$ cat src/rtl/uart_bus_regfile_pkg.sv
// Shared constants for the bus-side register file: address map, STATUS bit
// positions and the default ID byte.
package uart_bus_regfile_pkg;

    localparam int unsigned ADDR_ID       = 32'h0000;
    localparam int unsigned ADDR_SCRATCH  = 32'h0001;
    localparam int unsigned ADDR_CTRL     = 32'h0002;
    localparam int unsigned ADDR_STATUS   = 32'h0003;
    localparam int unsigned ADDR_RX_DATA  = 32'h0004;
    localparam int unsigned ADDR_TX_DATA  = 32'h0005;
    localparam int unsigned ADDR_RX_LEVEL = 32'h0006;
    localparam int unsigned ADDR_TX_LEVEL = 32'h0007;
    localparam int unsigned ADDR_TS0      = 32'h0008;
    localparam int unsigned ADDR_TS1      = 32'h0009;
    localparam int unsigned ADDR_TS2      = 32'h000A;
    localparam int unsigned ADDR_TS3      = 32'h000B;

    localparam int unsigned ST_RX_EMPTY = 0;
    localparam int unsigned ST_RX_FULL  = 1;
    localparam int unsigned ST_TX_EMPTY = 2;
    localparam int unsigned ST_TX_FULL  = 3;
    localparam int unsigned ST_RX_OVF   = 4;
    localparam int unsigned ST_TX_OVF   = 5;

    localparam logic [7:0] ID_VALUE_DEFAULT = 8'hA5;

endpackage

$ cat src/rtl/uart_bus_regfile_fifo.sv
// Byte FIFO with show-ahead head output. The caller decides when a push or
// pop is legal; this block simply performs whatever it is told.
module bus_byte_fifo #(
    parameter int FIFO_AW = 4
) (
    input  logic               clock,
    input  logic               reset,
    input  logic               push,
    input  logic               pop,
    input  logic [7:0]         wr_data,
    output logic [7:0]         rd_data,
    output logic [FIFO_AW:0]   level,
    output logic               full,
    output logic               empty
);
    localparam int DEPTH = 1 << FIFO_AW;

    logic [7:0]         mem [DEPTH];
    logic [FIFO_AW-1:0] wr_ptr_q, wr_ptr_d;
    logic [FIFO_AW-1:0] rd_ptr_q, rd_ptr_d;
    logic [FIFO_AW:0]   level_q, level_d;

    always_ff @(posedge clock) begin
        if (push) begin
            mem[wr_ptr_q] <= wr_data;
        end
    end

    always_comb begin
        wr_ptr_d = push ? wr_ptr_q + 1'b1 : wr_ptr_q;
        rd_ptr_d = pop  ? rd_ptr_q + 1'b1 : rd_ptr_q;
        level_d  = level_q;
        case ({push, pop})
            2'b10:   level_d = level_q + 1'b1;
            2'b01:   level_d = level_q - 1'b1;
            default: level_d = level_q;
        endcase
    end

    always_ff @(posedge clock or negedge reset) begin
        if (!reset) begin
            wr_ptr_q <= '0;
            rd_ptr_q <= '0;
            level_q  <= '0;
        end else begin
            wr_ptr_q <= wr_ptr_d;
            rd_ptr_q <= rd_ptr_d;
            level_q  <= level_d;
        end
    end

    assign empty   = (level_q == '0);
    assign full    = (level_q == (FIFO_AW+1)'(DEPTH));
    // Stale RAM contents are hidden while empty so the head reads as zero.
    assign rd_data = empty ? 8'h00 : mem[rd_ptr_q];
    assign level   = level_q;

endmodule

$ cat src/rtl/uart_bus_regfile.sv
// Byte-wide register file behind the UART bus bridge: ID/scratch/control,
// sticky status, RX/TX mailboxes and an atomically snapshotted timestamp.
module uart_bus_regfile
    import uart_bus_regfile_pkg::*;
#(
    parameter int         AW       = 16,
    parameter int         FIFO_AW  = 4,
    parameter logic [7:0] ID_VALUE = ID_VALUE_DEFAULT
) (
    input  logic          clock,
    input  logic          reset,
    input  logic [AW-1:0] int_address,
    input  logic [7:0]    int_wr_data,
    input  logic          int_write,
    input  logic          int_read,
    output logic [7:0]    int_rd_data,
    output logic [7:0]    ctrl_out,
    input  logic [7:0]    dev_rx_data,
    input  logic          dev_rx_valid,
    output logic [7:0]    dev_tx_data,
    output logic          dev_tx_valid,
    input  logic          dev_tx_ready
);
    logic [7:0]  rd_data_q, rd_data_d;
    logic [7:0]  scratch_q, scratch_d;
    logic [7:0]  ctrl_q, ctrl_d;
    logic        rx_ovf_q, rx_ovf_d;
    logic        tx_ovf_q, tx_ovf_d;
    logic [31:0] ts_q, ts_d;
    logic [31:0] shadow_q, shadow_d;

    logic [7:0]       rx_head, tx_head;
    logic [FIFO_AW:0] rx_level, tx_level;
    logic             rx_full, rx_empty, tx_full, tx_empty;
    logic             rx_push, rx_pop, tx_push, tx_pop;
    logic             tx_wr, status_wr, rx_ovf_set, tx_ovf_set;
    logic [7:0]       status;

    assign rx_pop     = int_read && (int_address == AW'(ADDR_RX_DATA)) && !rx_empty;
    // A host pop on a full RX FIFO frees the slot the device push needs.
    assign rx_push    = dev_rx_valid && (!rx_full || rx_pop);
    assign rx_ovf_set = dev_rx_valid && rx_full && !rx_pop;

    assign tx_wr      = int_write && (int_address == AW'(ADDR_TX_DATA));
    assign tx_pop     = dev_tx_ready && !tx_empty;
    assign tx_push    = tx_wr && (!tx_full || tx_pop);
    assign tx_ovf_set = tx_wr && tx_full && !tx_pop;
    assign status_wr  = int_write && (int_address == AW'(ADDR_STATUS));

    always_comb begin
        status              = 8'h00;
        status[ST_RX_EMPTY] = rx_empty;
        status[ST_RX_FULL]  = rx_full;
        status[ST_TX_EMPTY] = tx_empty;
        status[ST_TX_FULL]  = tx_full;
        status[ST_RX_OVF]   = rx_ovf_q;
        status[ST_TX_OVF]   = tx_ovf_q;
    end

    always_comb begin
        rd_data_d = rd_data_q;
        shadow_d  = shadow_q;
        if (int_read) begin
            case (int_address)
                AW'(ADDR_ID):       rd_data_d = ID_VALUE;
                AW'(ADDR_SCRATCH):  rd_data_d = scratch_q;
                AW'(ADDR_CTRL):     rd_data_d = ctrl_q;
                AW'(ADDR_STATUS):   rd_data_d = status;
                AW'(ADDR_RX_DATA):  rd_data_d = rx_head;
                AW'(ADDR_RX_LEVEL): rd_data_d = 8'(rx_level);
                AW'(ADDR_TX_LEVEL): rd_data_d = 8'(tx_level);
                AW'(ADDR_TS0): begin
                    rd_data_d = ts_q[7:0];
                    shadow_d  = ts_q;
                end
                AW'(ADDR_TS1):      rd_data_d = shadow_q[15:8];
                AW'(ADDR_TS2):      rd_data_d = shadow_q[23:16];
                AW'(ADDR_TS3):      rd_data_d = shadow_q[31:24];
                default:            rd_data_d = 8'h00;
            endcase
        end
    end

    always_comb begin
        scratch_d = scratch_q;
        ctrl_d    = ctrl_q;
        if (int_write && (int_address == AW'(ADDR_SCRATCH))) scratch_d = int_wr_data;
        if (int_write && (int_address == AW'(ADDR_CTRL)))    ctrl_d    = int_wr_data;
        // Set has priority over write-1-to-clear.
        rx_ovf_d = rx_ovf_set || (rx_ovf_q && !(status_wr && int_wr_data[ST_RX_OVF]));
        tx_ovf_d = tx_ovf_set || (tx_ovf_q && !(status_wr && int_wr_data[ST_TX_OVF]));
        ts_d     = ts_q + 32'd1;
    end

    always_ff @(posedge clock or negedge reset) begin
        if (!reset) begin
            rd_data_q <= 8'h00;
            scratch_q <= 8'h00;
            ctrl_q    <= 8'h00;
            rx_ovf_q  <= 1'b0;
            tx_ovf_q  <= 1'b0;
            ts_q      <= 32'd0;
            shadow_q  <= 32'd0;
        end else begin
            rd_data_q <= rd_data_d;
            scratch_q <= scratch_d;
            ctrl_q    <= ctrl_d;
            rx_ovf_q  <= rx_ovf_d;
            tx_ovf_q  <= tx_ovf_d;
            ts_q      <= ts_d;
            shadow_q  <= shadow_d;
        end
    end

    bus_byte_fifo #(.FIFO_AW(FIFO_AW)) u_rx_fifo (
        .clock   (clock),
        .reset   (reset),
        .push    (rx_push),
        .pop     (rx_pop),
        .wr_data (dev_rx_data),
        .rd_data (rx_head),
        .level   (rx_level),
        .full    (rx_full),
        .empty   (rx_empty)
    );

    bus_byte_fifo #(.FIFO_AW(FIFO_AW)) u_tx_fifo (
        .clock   (clock),
        .reset   (reset),
        .push    (tx_push),
        .pop     (tx_pop),
        .wr_data (int_wr_data),
        .rd_data (tx_head),
        .level   (tx_level),
        .full    (tx_full),
        .empty   (tx_empty)
    );

    assign int_rd_data  = rd_data_q;
    assign ctrl_out     = ctrl_q;
    assign dev_tx_data  = tx_head;
    assign dev_tx_valid = !tx_empty;

endmodule

$ cat config.mk
export PLATFORM = sky130hd
export DESIGN_NAME = uart_bus_regfile
export DESIGN_NICKNAME = d
export VERILOG_FILES = /design/src/rtl/uart_bus_regfile_pkg.sv /design/src/rtl/uart_bus_regfile_fifo.sv /design/src/rtl/uart_bus_regfile.sv
export SDC_FILE = /design/constraint.sdc
export NUM_CORES = 1
export LEC_CHECK = 0
export ABC_AREA = 1
export ABC_CLOCK_PERIOD_IN_PS = 2600
export CORE_AREA = 2 2 205 207
export CTS_CLUSTER_DIAMETER = 200
export DETAILED_ROUTE_END_ITERATION = 8
export DIE_AREA = 0 0 207 209
export SLEW_MARGIN = 0
export SYNTH_ARGS = -nofsm -noshare
export SYNTH_HDL_FRONTEND = slang
export SYNTH_SLANG_ARGS = --single-unit
$ cat constraint.sdc
create_clock -name clock -period 2.6 [get_ports clock]
set_clock_uncertainty 0.2 [all_clocks]
set_input_delay 0.26 -clock clock [delete_from_list [all_inputs] [get_ports clock]]
set_output_delay 0.26 -clock clock [all_outputs]
set_load 0.1 [all_outputs]
==> out/summary.md <==
Cell chosen for the clock root: sky130_fd_sc_hd__clkbuf_16. The critical path goes through clkinv_4, bufbuf_16, o21ai_0, o221ai_1, nand3_2, a21oi_4, buf_12. The post-synth net total was 1501.

The kind of end point of the critical path is an output port. Worst-skew pair later-pin latency: 570 ps. The first routing iteration left 912 violations.

The x dimension of the die came out at 207 µm. The mean cell area of the mapped netlist was 11.0 µm². The number of antenna diodes in the final layout is 0. In this run the tool buffered the top-level ports with 62 buffer cells.

The critical path is of the flip-flop to output port type. The run gives 3 as the maximum count of clock buffers along a single path. The run gives 0.384 as the starting utilization of the core area. The floorplan step defined a die boundary enclosing 0.0433 mm².

Total power density per cell area: 913 mW/mm². In this run the worst path has a maximum fanout of 13. The tool flagged a number of max-cap violations equal to 0. The tightest min-delay check is of the input pin to async pin type.

The tools report the number of CTS-inserted buffers as 40. The tools report the number of antenna violations at the first check in global routing as 0. The die is 209 µm tall.

The ratio of cells with drive above 1 in the final layout works out to 0.172. The transition time of the tightest slew-check pin came out at 759 ps. The logs give 364 for the number of clock sinks and 2320 ps for the worst endpoint data arrival time.

Launching element type of the critical path: a flip-flop. Via count of the first global-routing pass: 11244. The average vias per placed instance was 5.18; the post-layout total power was 17.8 mW. The mapped cell area is 0.0159 mm². The post-CTS clock slew at the launch and capture registers of the worst setup and hold paths was 70 ps. The routed wire length per instance is 18.3 µm. After the last flow step, the layout net total stands at 1657.

In this design, the stage delay of the slowest critical-path cell is 470 ps. The pre-antenna-repair detailed-routing pass consisted of 5 iterations. The largest individual stage delay along the critical path comes from the cell sky130_fd_sc_hd__dfrtp_2. Relative to the synthesized area, the layout overhead comes to 22.8%.

Broken down by cell family, the worst path's largest delay share belongs to buffers and inverters. The tools report the total number of vias as 11234. The max-slew violation count is 0.

The run gives 2 as the deepest level of the CTS H-tree. The run finished, with violations left. Setup repair after global routing could not meet its margin everywhere. The commonest register cell after synthesis is sky130_fd_sc_hd__edfxtp_1. Entering global routing, the biggest net connects 68 pins. Wires add up to 39700 µm. After synthesis, the netlist uses 49 different library cells.

The logs give 0.182 for the global-route usage over all layers and 26600 µm for the detailed-placement wirelength estimate. For the relative slew slack, the log shows 0.493. The top cell types in the final layout, fill and taps aside, are sky130_fd_sc_hd__edfxtp_1, sky130_fd_sc_hd__nor2_1, sky130_fd_sc_hd__o21ai_0.

The leading cell type in the layout, fill and taps excluded is sky130_fd_sc_hd__edfxtp_1. The final critical path time including I/O delays and setup came out at 2780 ps. For this run, the number of Yosys warnings is 0. In the final timing run, aggregate negative setup slack is -876 ps. Setup violations remaining at the end of the flow were counted as 8. For the remaining antenna violation count after routing, the log shows 0.

The tools report the worst IR drop on VDD as 1030 µV. The synthesized design contains 256 enable-type register cells. The checks that failed: setup timing. The count of buffering cells on the critical path with inverters included came out at 3. Wire length of the first global-routing pass: 62000 µm. The logs give 0 for the number of hold violations in the final report and 0.0413 mm² for the area of the placeable core.

Global routing finished with a remaining overflow of 0. The run gives 0 as the final routed DRC violation total. The tools report the final weighted congestion in routability-driven placement as 0.895.

At the worst endpoint, the required time is 2140 ps. The final core utilization was 0.472; the register bit count reported by yosys was 364. The boundary pin count came out at 63. TritonCTS built the clock tree.

The fraction of registers with async set/reset is 0.297, and the sequential share of the synthesized area is 0.655. The tools report the row count as 75. The standby leakage power was 7.51 nW.

Derived from the worst setup path, the maximum achievable clock frequency is 0.360 GHz. Prior to clock tree synthesis, the placed netlist has a worst setup slack of -90.1 ps. Final period utilization: 1.07. After technology mapping, the gate count stands at 1446. The run gives -180 ps as the post-route worst setup slack.
## final timing paths
kind / start / end / slack, ps / depth (start not counted)
min in group clock: ts_q[16]$_DFF_PN0_ / ts_q[16]$_DFF_PN0_ / 270 / 1
worst min register to register: ts_q[16]$_DFF_PN0_ / ts_q[16]$_DFF_PN0_ / 270 / 1
max in group asynchronous: reset / ts_q[7]$_DFF_PN0_ / 1490 / 3
worst max-delay path: u_tx_fifo.rd_ptr_q[0]$_DFFE_PN0P_ / dev_tx_data[3] / -180 / 7
worst max register to register: u_rx_fifo.level[0]$_DFFE_PN0P_ / u_rx_fifo.level[4]$_DFFE_PN0P_ / 180 / 17
worst min-delay path: reset / u_tx_fifo.rd_ptr_q[1]$_DFFE_PN0P_ / 40 / 2
## state kept, by name (all words and copies together), names as in the netlist, 5 cells and up
register / cells
ts_q: 32
int_rd_data: 8
scratch_q: 8
ctrl_out: 8
u_rx_fifo.mem: 128
shadow_q: 24
u_tx_fifo.mem: 128
u_tx_fifo.level: 5
u_rx_fifo.level: 5
## report_power, final
group	internal (mW)	switching (mW)	total, mW	leakage [nW]
clock	3.24	2.28	5.52	0.623
combinational	1.97	3.48	5.45	3.19
sequential	6.58	0.217	6.80	3.71
## final cells by class
type	instances	area [µm²]
Sequential cell	364	10400
Multi-Input combinational cell	913	5010
Clock inverter	16	184
Inverter	108	413
Timing Repair Buffer	175	1710
Fill cell	3797	21800
Tap cell	539	674
Clock buffer	55	1090
## per-stage QoR
stage / cells / hold WS (ps) / area, µm²
final: 2170 / 43.8 / 19500
after global routing: 2170 / 77.4 / 19500
after CTS: 2165 / 45.1 / 19300
after detailed placement: 2091 / 92.4 / 18000
after global placement: 2091 / 103 / 18000
after floorplan: 1446 / -236 / 16000
## repair_timing
item,CTS,global route
buffers inserted,0,4
pin swaps,6,10
gates cloned,2,1
gates resized for setup,16,27
hold buffers,1,0
setup endpoints to repair,8,9
hold endpoints to repair,108,0
## layer usage
metal / global-route usage / part of all wire
met4: 0.0803 / 0.036
met3: 0.0269 / 0.042
met2: 0.307 / 0.48
met5: 0 / 0
met1: 0.235 / 0.44
## cell usage after synthesis, types with 3 or more instances
cell type                  instances  area share
sky130_fd_sc_hd__buf_1             6      0.0014
sky130_fd_sc_hd__o21ai_1           7      0.0022
sky130_fd_sc_hd__o211ai_1         36       0.017
sky130_fd_sc_hd__nor3_1           13      0.0041
sky130_fd_sc_hd__nor3_2            5      0.0032
sky130_fd_sc_hd__dfrtp_1         108        0.17
sky130_fd_sc_hd__ha_1             16       0.013
sky130_fd_sc_hd__nand4_1          14      0.0055
sky130_fd_sc_hd__nand3_2           4      0.0025
sky130_fd_sc_hd__nor2_1          244       0.058
sky130_fd_sc_hd__o22ai_1          17      0.0067
sky130_fd_sc_hd__buf_2            17      0.0054
sky130_fd_sc_hd__o21ai_0         188       0.059
sky130_fd_sc_hd__nand2_2           7      0.0028
sky130_fd_sc_hd__inv_2             9      0.0021
sky130_fd_sc_hd__nand2_1         173       0.041
sky130_fd_sc_hd__clkbuf_1         35      0.0083
sky130_fd_sc_hd__nor2_2            5      0.0020
sky130_fd_sc_hd__a21oi_1          19      0.0060
sky130_fd_sc_hd__nand3_1          67       0.021
sky130_fd_sc_hd__clkinv_1          3     0.00071
sky130_fd_sc_hd__xor2_1           46       0.025
sky130_fd_sc_hd__inv_1            95       0.022
sky130_fd_sc_hd__edfxtp_1        256        0.48
sky130_fd_sc_hd__o221ai_1         22       0.012
sky130_fd_sc_hd__nor2_4            5      0.0036
## cell families (layout without fill, tap and decap cells)
logic type / count (synthesis) / count (layout) / share of synthesized area
compound gates: 298 / 298 / 0.108
buf+inv: 169 / 354 / 0.0426
xor+xnor: 47 / 47 / 0.0260
mux: 1 / 1 / 0.000710
simple gates: 550 / 550 / 0.153
flops: 364 / 364 / 0.655
fa+ha+maj: 17 / 17 / 0.0139
Note: power is estimated with default switching activity, not from simulation.
